**src/rtl/sram_arbiter_if.sv**
```systemverilog
// Requester and SRAM pin bundle for the three-way SRAM arbiter.
// slave = arbiter side, master = requester side, mem = SRAM macro side.
interface sram_arbiter_if #(
  parameter int AW = 8,
  parameter int DW = 16
);
  logic [2:0]      req;
  logic [2:0]      we;
  logic [3*AW-1:0] addr;
  logic [3*DW-1:0] wdata;
  logic [2:0]      gnt;
  logic [2:0]      ack;
  logic [DW-1:0]   rdata;
  logic [AW-1:0]   sram_addr;
  logic [DW-1:0]   sram_din;
  logic            sram_csb;
  logic            sram_web;
  logic [DW-1:0]   sram_dout;

  modport slave (
    input  req, we, addr, wdata, sram_dout,
    output gnt, ack, rdata,
    output sram_addr, sram_din, sram_csb, sram_web
  );

  modport master (
    output req, we, addr, wdata,
    input  gnt, ack, rdata
  );

  modport mem (
    input  sram_addr, sram_din, sram_csb, sram_web,
    output sram_dout
  );
endinterface

```
**src/rtl/sram_arbiter.sv**
```systemverilog
// Round-robin arbiter sharing one single-port SRAM among fetch, CU data
// and debug requesters; one 2-cycle access (ACCESS, RESP) in flight.
module sram_arbiter #(
  parameter int AW = 8,
  parameter int DW = 16
) (
  input  logic           clock,
  input  logic           reset,
  sram_arbiter_if.slave  bus
);

  localparam logic [1:0] S_IDLE = 2'd0;
  localparam logic [1:0] S_ACC  = 2'd1;
  localparam logic [1:0] S_RESP = 2'd2;

  logic [1:0]    state_q, state_d;
  logic [1:0]    owner_q, owner_d;
  logic [1:0]    rr_q, rr_d;
  logic          we_q, we_d;
  logic [AW-1:0] addr_q, addr_d;
  logic [DW-1:0] wdata_q, wdata_d;
  logic [DW-1:0] rdata_q, rdata_d;

  logic [2:0]    own_oh;
  logic [2:0]    elig;
  logic [1:0]    pick;
  logic          grant;
  logic          in_acc, in_resp;

  assign in_acc  = (state_q == S_ACC);
  assign in_resp = (state_q == S_RESP);
  assign own_oh  = 3'b001 << owner_q;

  // The owner still holds req during RESP; keep it out of this round.
  assign elig  = bus.req & ~(in_resp ? own_oh : 3'b000);
  assign grant = !in_acc && (|elig);

  always_comb begin
    pick = 2'd0;
    unique case (rr_q)
      2'd0:    pick = elig[1] ? 2'd1 : (elig[2] ? 2'd2 : 2'd0);
      2'd1:    pick = elig[2] ? 2'd2 : (elig[0] ? 2'd0 : 2'd1);
      default: pick = elig[0] ? 2'd0 : (elig[1] ? 2'd1 : 2'd2);
    endcase
  end

  always_comb begin
    state_d = state_q;
    owner_d = owner_q;
    rr_d    = rr_q;
    we_d    = we_q;
    addr_d  = addr_q;
    wdata_d = wdata_q;
    rdata_d = rdata_q;
    unique case (1'b1)
      in_acc:  state_d = S_RESP;
      in_resp: state_d = grant ? S_ACC : S_IDLE;
      default: state_d = grant ? S_ACC : S_IDLE;
    endcase
    if (grant) begin
      owner_d = pick;
      rr_d    = pick;
      we_d    = bus.we[pick];
      addr_d  = bus.addr[int'(pick)*AW +: AW];
      wdata_d = bus.wdata[int'(pick)*DW +: DW];
    end
    if (in_resp && !we_q) rdata_d = bus.sram_dout;
  end

  always_ff @(posedge clock or negedge reset) begin
    if (!reset) begin
      state_q <= S_IDLE;
      owner_q <= 2'd0;
      rr_q    <= 2'd2;
      we_q    <= 1'b0;
      addr_q  <= '0;
      wdata_q <= '0;
      rdata_q <= '0;
    end else begin
      state_q <= state_d;
      owner_q <= owner_d;
      rr_q    <= rr_d;
      we_q    <= we_d;
      addr_q  <= addr_d;
      wdata_q <= wdata_d;
      rdata_q <= rdata_d;
    end
  end

  assign bus.gnt       = (in_acc || in_resp) ? own_oh : 3'b000;
  assign bus.ack       = in_resp ? own_oh : 3'b000;
  assign bus.rdata     = (in_resp && !we_q) ? bus.sram_dout : rdata_q;
  assign bus.sram_csb  = !in_acc;
  assign bus.sram_web  = in_acc ? !we_q : 1'b1;
  assign bus.sram_addr = addr_q;
  assign bus.sram_din  = wdata_q;

endmodule

```
**src/flat_wrapper.sv**
```systemverilog
// flat-port wrapper written by rule: the top's interface ports become plain ports
module sram_arbiter_flat 
#(
  parameter int AW = 8,
  parameter int DW = 16
)
  (clock, reset, bus_req, bus_we, bus_addr, bus_wdata, bus_sram_dout, bus_gnt, bus_ack, bus_rdata, bus_sram_addr, bus_sram_din, bus_sram_csb, bus_sram_web);
  sram_arbiter_if #(.AW(AW), .DW(DW)) bus_i ();
  input  logic clock;
  input  logic reset;
  input wire logic [$bits(bus_i.req)-1:0] bus_req;
  input wire logic [$bits(bus_i.we)-1:0] bus_we;
  input wire logic [$bits(bus_i.addr)-1:0] bus_addr;
  input wire logic [$bits(bus_i.wdata)-1:0] bus_wdata;
  input wire logic [$bits(bus_i.sram_dout)-1:0] bus_sram_dout;
  output wire logic [$bits(bus_i.gnt)-1:0] bus_gnt;
  output wire logic [$bits(bus_i.ack)-1:0] bus_ack;
  output wire logic [$bits(bus_i.rdata)-1:0] bus_rdata;
  output wire logic [$bits(bus_i.sram_addr)-1:0] bus_sram_addr;
  output wire logic [$bits(bus_i.sram_din)-1:0] bus_sram_din;
  output wire logic [$bits(bus_i.sram_csb)-1:0] bus_sram_csb;
  output wire logic [$bits(bus_i.sram_web)-1:0] bus_sram_web;
  assign bus_i.req = bus_req;
  assign bus_i.we = bus_we;
  assign bus_i.addr = bus_addr;
  assign bus_i.wdata = bus_wdata;
  assign bus_i.sram_dout = bus_sram_dout;
  assign bus_gnt = bus_i.gnt;
  assign bus_ack = bus_i.ack;
  assign bus_rdata = bus_i.rdata;
  assign bus_sram_addr = bus_i.sram_addr;
  assign bus_sram_din = bus_i.sram_din;
  assign bus_sram_csb = bus_i.sram_csb;
  assign bus_sram_web = bus_i.sram_web;
  sram_arbiter #(.AW(AW), .DW(DW)) u_core (.clock(clock), .reset(reset), .bus(bus_i));
endmodule
```
**config.mk**
```make
export PLATFORM = sky130hd
export DESIGN_NAME = sram_arbiter_flat
export DESIGN_NICKNAME = d
export VERILOG_FILES = /design/src/rtl/sram_arbiter_if.sv /design/src/rtl/sram_arbiter.sv /design/src/flat_wrapper.sv
export SDC_FILE = /design/constraint.sdc
export NUM_CORES = 1
export LEC_CHECK = 0
export CAP_MARGIN = 20
export CORE_ASPECT_RATIO = 0.75
export CORE_MARGIN = 3
export CORE_UTILIZATION = 41
export DETAILED_ROUTE_END_ITERATION = 7
export HOLD_SLACK_MARGIN = 0.08
export PLACE_DENSITY = 0.95
export SLEW_MARGIN = 10
export SYNTH_ARGS = -nofsm -noshare
export SYNTH_HDL_FRONTEND = slang
export SYNTH_SLANG_ARGS = --single-unit
```
**constraint.sdc**
```tcl
create_clock -name clock -period 3.25 [get_ports clock]
set_input_delay 0.4875 -clock clock [delete_from_list [all_inputs] [get_ports clock]]
set_output_delay 0.4875 -clock clock [all_outputs]
set_load 0.01 [all_outputs]
```
==> flow_summary.ini, run 1 <==
[flow_run]
maxCapViolCount = 0

[pwr]
p_total_w = 0.003800
p_switching_w = 0.001511
switching_share = 0.3976
power_leakage_nw = 1.728
power_frac_seq = 0.275
clkPwrFrac = 0.093
comb_power_share = 0.632
p_int_w = 0.002289
power_density_mw_per_mm2 = 925.7
vdd_drop_max_mv = 0.4958

[clock_tree]
cts.repair.resized = 0
holdBufCountCts = 0
tritoncts = done
clkSinkCount = 46
numCtsBuffers = 5
clkTransAtPathRegs_ps = 90
h-tree-depth = 2
postCtsSetupBuffers = 0
insertion_delay_ps = 290
root_buffer = clkbuf_8
clockBufferDepth = 2

[worst_hold_path]
hold_path.class = input port to asynchronous set/reset pin

[synthesis]
synthTopCellsByArea = dfrtp_1 (45%), a211oi_2 (9.5%), mux2_2 (7.2%)
synth.ff_latch_count = 46
synth_top_family_by_area = compound AO/OA/AOI/OAI gates
synth-edff-count = 0
synth_compound_area_frac = 0.2448
synthAdderAreaFrac = 0.01493
synth_fp_nets = 344
async_flop_share = 1.000
synth_xor_area_frac = 0
synth_cells = 245
synthMuxAreaShare = 0.07164
synth_top_area_share = 0.4478
yosys.area_share.simple = 0.1174
synth_largest_area_cell = dfrtp_1
syn-cell-area_mm2 = 0.002515
synth_flop_cell = dfrtp_1
yosysSeqAreaShare = 0.4582
syn_area_per_cell_um2 = 10.26
synthDistinctLibCells = 34
yosys_warnings = 0

[sta]
finalHoldViolCount = 0
period_share = 0.8823
slew_headroom = 0.5254
final.setup.tns_ps = 0
fmaxAchievable_mhz = 348.8
layout_min_cycle_time_ps = 2867
skew_ps = 5.822
finalSetupViolCount = 0
rsz0062_at_grt = no
final_max_slew_viol_count = 0
worstMarginPinSlew_ps = 711.9

[final_layout]
area_delta_synth_final_pct = 63.23
nets = 480
diodes = 0
drive_gt1_frac = 0.1440
nFillCells = 456

[placed_design]
dp_hpwl_um = 6031
port_buffers = 143
gp_congestion = 0.7624

[floorplanning]
die_h_um = 73.83
core_area_mm2 = 0.005886
die_x_um = 96.44
num_rows = 24
die_area_mm2 = 0.007119
initial_core_util = 0.4273
ioPinCount = 144

[setup_path]
worstPathRequired_ps = 2760
path_max_fanout = 16
path_class = flip-flop to output port
arrival_ps = 2380
end_kind = output port
regToRegSetupSlack_ps = 810
start_kind = flip-flop

[grt]
track_usage = 0.2192
antenna_found_initial = 0
grt_pass1_vias = 2530
grt_pass1_wl_um = 12040
grt_max_degree = 47
gr-total-overflow = 0

[drt]
drc = 0
first_iter_violations = 89
via_count = 2411
ant_nets = 0
wl_per_cell_um = 17.39
first_pass_iters = 4
wl_um = 7999
via_per_inst = 5.241

[outcome]
status = complete, no violations
registers in the layout (all words and copies together), names as in the netlist:
register / cells
u_core.rdata_q: 16
u_core.we_q: 1
u_core.state_q: 2
u_core.rr_q: 2
u_core.bus.sram_din: 16
u_core.owner_q: 1
u_core.bus.sram_addr: 8
routing by layer:
layer / vias to the layer above / global-route usage / share of wire / routed length (µm)
li1: 1156 / - / - / -
met4: 0 / 0.06376 / 0.020 / 157
met1: 1134 / 0.2704 / 0.40 / 3200
met5: - / 0 / 0 / 0
met2: 107 / 0.3795 / 0.50 / 3970
met3: 14 / 0.05527 / 0.084 / 671
cell usage in the layout (no fill, tap or decap), types with 2 or more instances in the layout:
master and count:
clkdlybuf4s50_1 142, dfrtp_1 45, inv_1 31, and3_1 25, o22ai_1 25, o21ai_0 20
a211oi_2 19, mux2_2 16, a211oi_1 6, o21ai_1 5, clkbuf_8 5, nand2_1 4
nor2_1 4, ha_1 3, buf_12 3, buf_4 3, nand3b_1 2, nor3b_1 2
a21oi_1 2
cell families after synthesis:
kind of cell,Yosys count
compound gates,82
buf+inv,51
simple gates,47
flops,46
mux,16
fa+ha+maj,3
synthesized netlist by cell type, drive strengths merged, types with 2 or more instances:
| library cell | count |
|---|---|
| a211oi | 25 |
| a21oi | 3 |
| and3 | 25 |
| buf | 12 |
| clkbuf | 8 |
| dfrtp | 45 |
| ha | 3 |
| inv | 31 |
| mux2 | 16 |
| nand2 | 5 |
| nand3b | 2 |
| nor2 | 4 |
| nor3b | 3 |
| o21ai | 25 |
| o22ai | 25 |
final timing paths:
kind | startpoint | endpoint | depth (start not counted)
hold / removal | reset | u_core.state_q[0] | 1
setup / recovery | u_core.state_q[0] | bus_rdata[3] | 5
max in group asynchronous | reset | u_core.rr_q[1] | 2
min in group clock | u_core.rdata_q[13] | u_core.rdata_q[13] | 1
hold reg to reg | u_core.rdata_q[13] | u_core.rdata_q[13] | 1
setup reg to reg | u_core.rr_q[0] | u_core.bus.sram_addr[6] | 6
power groups by stage:
stage / clock network (W) / logic (W) / registers, W
finish: 0.000354 / 0.00240 / 0.00105
global route: 0.000387 / 0.00260 / 0.00108
CTS: 0.000361 / 0.00242 / 0.00104
detailed placement: 0 / 0.00241 / 0.00105
global placement: 0 / 0.00232 / 0.00103
floorplan: 0 / 0.00132 / 0.00107
metrics by stage:
step                      area, µm²  instances  utilization  hold WS (ps)  setup WS [ps]
final                          4105        460       0.6975         94.07          382.6
after global routing           4105        460       0.6975         106.1          267.8
after CTS                      4085        459       0.6941         413.2          357.6
after detailed placement       3995        451       0.6788         481.9          336.6
after global placement         3995        451       0.6788         476.4          467.4
after floorplan                2515        245            -         191.9           1222
critical path, stage by stage (launching register included):
cell and delay (ps):
dfrtp_1 350, inv_1 60, ha_1 230, nand2_1 530, mux2_2 430, clkdlybuf4s50_1 480
area by class of cell:
type / count / area, µm² / share of cell area
inverters: 31 / 116.4 / 0.02835
multi-input cells: 148 / 1140 / 0.2777
flip-flops and latches: 46 / 1152 / 0.2807
clock inverters: 3 / 21.27 / 0.005181
clock buffers: 5 / 68.82 / 0.01676
well taps: 78 / 97.59 / 0.02377
repair buffers: 149 / 1509 / 0.3676
No activity file was read; power rests on OpenSTA's default activity.
==> run 2, diff against run 1 <==
--- a/config.mk
+++ b/config.mk
@@ -8,11 +8,13 @@
 export CAP_MARGIN = 20
 export CORE_ASPECT_RATIO = 0.75
 export CORE_MARGIN = 3
-export CORE_UTILIZATION = 41
+export CORE_UTILIZATION = 45
 export DETAILED_ROUTE_END_ITERATION = 7
+export DONT_BUFFER_PORTS = 1
 export HOLD_SLACK_MARGIN = 0.08
-export PLACE_DENSITY = 0.95
+export PLACE_DENSITY = 0.7
 export SLEW_MARGIN = 10
 export SYNTH_ARGS = -nofsm -noshare
 export SYNTH_HDL_FRONTEND = slang
 export SYNTH_SLANG_ARGS = --single-unit
+export TNS_END_PERCENT = 5
==> flow_summary.ini, run 2 (same netlist as run 1, synthesis figures left out) <==
[sta]
finalHoldViolCount = 0
final_max_slew_viol_count = 0
final.setup.tns_ps = 0
skew_ps = 6.171
fmaxAchievable_mhz = 407.3
period_share = 0.7555
finalSetupViolCount = 0
slew_headroom = 0.4887
layout_min_cycle_time_ps = 2455
worstMarginPinSlew_ps = 767.0
whs_ps = 378.0
rsz0062_at_grt = no

[final_layout]
drive_gt1_frac = 0.2250
mostFrequentLayoutCell = dfrtp_1
nFillCells = 475
nets = 338
seq_area_mm2 = 0.001152
final_cell_mix = dfrtp_1 (45), inv_1 (31), and3_1 (25), o22ai_1 (25), o21ai_0 (20)
multi_input_area_mm2 = 0.001140
diodes = 0
area_delta_synth_final_pct = 7.363
fin_area_mm2 = 0.002700

[flow_run]
maxCapViolCount = 0

[floorplanning]
num_rows = 22
die_x_um = 92.32
die_area_mm2 = 0.006531
initial_core_util = 0.4886
die_h_um = 70.74
ioPinCount = 144
core_area_mm2 = 0.005147

[clock_tree]
clockBufferDepth = 2
root_buffer = clkbuf_8
h-tree-depth = 2
insertion_delay_ps = 300
postCtsSetupBuffers = 0
tritoncts = done
clkSinkCount = 46
clkTransAtPathRegs_ps = 90
numCtsBuffers = 5

[placed_design]
gp_congestion = 0.7855
dp_hpwl_um = 4955
port_buffers = 0
place_area_mm2 = 0.002549

[pwr]
vdd_drop_max_mv = 0.4074
power_leakage_nw = 1.181
power_density_mw_per_mm2 = 1155
p_total_w = 0.003119

[setup_path]
end_kind = flip-flop
crit_slowest_cell = a21o_1
path_buf_inv = 1
path_max_fanout = 27
arrival_ps = 2630
regToRegSetupSlack_ps = 790
start_kind = flip-flop
path_class = flip-flop to flip-flop
worstPathRequired_ps = 3430
path_cells = nand2b_1 > a21o_1 > nand2_2 > buf_4 > a211oi_1 > o22ai_1
cpPeakStageDelay_ps = 620
cp_top_family = compound AO/OA/AOI/OAI gates

[grt]
gr-total-overflow = 0
track_usage = 0.2053
antenna_found_initial = 0
grt_max_degree = 47
grt_pass1_vias = 2022
grt_pass1_wl_um = 10600

[drt]
via_per_inst = 6.218
wl_per_cell_um = 21.71
drc = 0
via_count = 1940
wl_um = 6774
first_pass_iters = 6
ant_nets = 0
first_iter_violations = 83

[outcome]
status = complete, no violations

[worst_hold_path]
hold_path.class = input port to flip-flop
-- run 2: cell types whose count changed in the layout (fill, tap and decap cells not counted), sizes merged --
cell	delta
bufinv	+1
buf	-1
dlygate4sd3	+1
clkinv	-2
clkdlybuf4s50	-142
clkinvlp	+1
-- run 2: path summary, 6_finish.rpt --
kind / start / to / cells past startpoint
max: u_core.rr_q[0] / u_core.bus.sram_din[7] / 6
min: bus_wdata[34] / u_core.bus.sram_din[2] / 2
max reg2reg: u_core.rr_q[0] / u_core.bus.sram_din[7] / 6
min reg2reg: u_core.rdata_q[15] / u_core.rdata_q[15] / 1
max in group asynchronous: reset / u_core.rr_q[1] / 2
min in group asynchronous: reset / u_core.rdata_q[7] / 2
-- run 2: per-stage QoR --
stage / worst slack, ps / std cells / utilization
2_1_floorplan: 1222 / 245 / -
3_3_place_gp: 958.0 / 302 / 0.4951
3_5_place_dp: 797.8 / 302 / 0.4951
4_1_cts: 790.7 / 312 / 0.5246
5_1_grt: 554.0 / 312 / 0.5246
6_report: 794.6 / 312 / 0.5246
-- run 2: power breakdown --
part	internal, W	switching [W]	total (W)
clock	0.000229	0.000206	0.000435
combinational	0.000615	0.000924	0.00154
sequential	0.000881	0.000266	0.00115
total	0.00172	0.00139	0.00312
-- run 2: area by class of cell --
type | instances | area share
Inverter | 31 | 0.04310
Clock buffer | 5 | 0.02549
Tap cell | 72 | 0.03336
Clock inverter | 3 | 0.01668
Timing Repair Buffer | 7 | 0.03244
Sequential cell | 46 | 0.4268
Multi-Input combinational cell | 148 | 0.4221
-- run 2: timing repair --
| item | CTS | global route |
|---|---|---|
| hold buffers | 2 | 0 |
| endpoints found under the hold margin | 46 | 0 |
| resized for setup | 0 | 0 |
-- run 2: metal layers --
| layer | vias to the layer above | routed length, µm | track usage |
|---|---|---|---|
| li1 | 868 | - | - |
| met1 | 925 | 2737 | 0.2487 |
| met2 | 135 | 3136 | 0.3424 |
| met3 | 12 | 842 | 0.08820 |
| met4 | 0 | 57 | 0.04448 |
| met5 | - | 0 | 0 |
==> run 3, diff against run 2 <==
==> constraint.sdc (replaced) <==
create_clock -name clock -period 2.3 [get_ports clock]
set_input_delay 0.345 -clock clock [delete_from_list [all_inputs] [get_ports clock]]
set_output_delay 0.345 -clock clock [all_outputs]
set_load 0.01 [all_outputs]
==> flow_summary.ini, run 3 (same netlist as run 1, synthesis figures left out) <==
[grt]
grt_pass1_wl_um = 10080
antenna_found_initial = 0
gr-total-overflow = 0
track_usage = 0.1949
grt_max_degree = 58
grt_pass1_vias = 1886

[placed_design]
port_buffers = 0
dp_hpwl_um = 4848
gp_congestion = 0.7550

[clock_tree]
numCtsBuffers = 5
tritoncts = done
root_buffer = clkbuf_8
insertion_delay_ps = 290
postCtsSetupBuffers = 0
clkTransAtPathRegs_ps = 90
clockBufferDepth = 2
h-tree-depth = 2
clkSinkCount = 46

[setup_path]
reg2reg_from = u_core.rr_q[0]
arrival_ps = 2240
start_kind = flip-flop
end_kind = flip-flop
ff2ff_path_depth = 6
timing.rr.end = u_core.bus.sram_din[3]
path_class = flip-flop to flip-flop
path_max_fanout = 15
regToRegSetupSlack_ps = 230
worstPathRequired_ps = 2470

[drt]
first_pass_iters = 4
via_per_inst = 5.950
wl_um = 6520
ant_nets = 0
drc = 0
via_count = 1892
first_iter_violations = 77
wl_per_cell_um = 20.50

[worst_hold_path]
hold_path.class = input port to flip-flop
min_from = bus_wdata[16]
holdPathStages = 2
hold_path_end = u_core.bus.sram_din[0]

[sta]
whs_ps = 235.7
finalHoldViolCount = 0
rsz0062_at_grt = no
period_share = 0.9007
finalSetupViolCount = 0
worstMarginPinSlew_ps = 499.8
fmaxAchievable_mhz = 482.7
slew_headroom = 0.6668
layout_min_cycle_time_ps = 2072
final.setup.tns_ps = 0
final_max_slew_viol_count = 0
skew_ps = 8.865

[final_layout]
multi_input_area_mm2 = 0.001141
drive_gt1_frac = 0.2520
diodes = 0
seq_area_mm2 = 0.001154
area_delta_synth_final_pct = 9.055
final_cell_mix = dfrtp_1 (44), inv_1 (31), and3_1 (25), o22ai_1 (25), o21ai_0 (20)
nets = 344
mostFrequentLayoutCell = dfrtp_1
nFillCells = 465

[outcome]
status = complete, no violations

[floorplanning]
core_area_mm2 = 0.005147
die_x_um = 92.32
die_area_mm2 = 0.006531
ioPinCount = 144
die_h_um = 70.74
num_rows = 22
initial_core_util = 0.4886

[pwr]
power_leakage_nw = 1.218
clkPwrFrac = 0.133
switching_share = 0.4374
power_density_mw_per_mm2 = 1617
p_int_w = 0.002495
p_switching_w = 0.001940
power_frac_seq = 0.366
vdd_drop_max_mv = 0.6483
comb_power_share = 0.502

[flow_run]
maxCapViolCount = 0
run 3: routing by layer:
layer / routed length [µm] / global-route usage / vias to the layer above
met5: 0 / 0 / -
met4: 49 / 0.04778 / 0
met3: 807 / 0.07120 / 6
met2: 2960 / 0.3135 / 130
met1: 2702 / 0.2515 / 871
li1: - / - / 885
run 3: worst max-delay path by stage:
stage                      startpoint                 endpoint  slack, ps  depth (start not counted)
global route           u_core.rr_q[0]   u_core.bus.sram_din[8]         80                          6
detailed placement  u_core.state_q[0]  u_core.bus.sram_addr[3]          3                          7
finish                 u_core.rr_q[0]   u_core.bus.sram_din[3]        230                          6
floorplan           u_core.state_q[0]  u_core.bus.sram_addr[0]        370                          8
CTS                 u_core.state_q[0]  u_core.bus.sram_addr[3]         10                          7
global placement    u_core.state_q[0]  u_core.bus.sram_din[14]         70                          7
run 3: area by class of cell:
class / count / share of cell area
sequential: 46 / 0.4206
multi-input combinational: 148 / 0.4161
timing repair buffer: 13 / 0.04836
inverter: 31 / 0.04243
tap: 72 / 0.03285
clock buffer: 5 / 0.02509
clock inverter: 3 / 0.01460
run 3: timing repair:
| action | in CTS | in global routing |
|---|---|---|
| endpoints found under the setup margin | 0 | 27 |
| hold buffers | 2 | 0 |
| resized for setup | 0 | 2 |
| endpoints found under the hold margin | 46 | 0 |
run 3: through the flow:
stage / setup WS [ps] / cells / instance area (µm²) / utilization / power (W)
6_report: 228.5 / 318 / 2743 / 0.5328 / 0.004435
5_1_grt: 83.21 / 318 / 2743 / 0.5328 / 0.004792
3_5_place_dp: 2.979 / 308 / 2594 / 0.5039 / 0.003861
3_3_place_gp: 70.12 / 308 / 2594 / 0.5039 / 0.003778
4_1_cts: 13.23 / 318 / 2740 / 0.5323 / 0.004479
2_1_floorplan: 372.7 / 245 / 2515 / - / 0.003375
run 3: critical path, cell delays in order, from the launching register on:
cell      delay (ps)
dfrtp_2          460
or3b_1           360
a21o_1           340
buf_4            260
and3_1           170
a211oi_1         240
o22ai_1          120
run 3: power by group through the flow:
stage / clock [W] / sequential (W) / combinational (W)
global placement: 0 / 0.00162 / 0.00216
CTS: 0.000609 / 0.00162 / 0.00225
global route: 0.000644 / 0.00167 / 0.00248
floorplan: 0 / 0.00151 / 0.00186
finish: 0.000588 / 0.00162 / 0.00223
detailed placement: 0 / 0.00164 / 0.00223
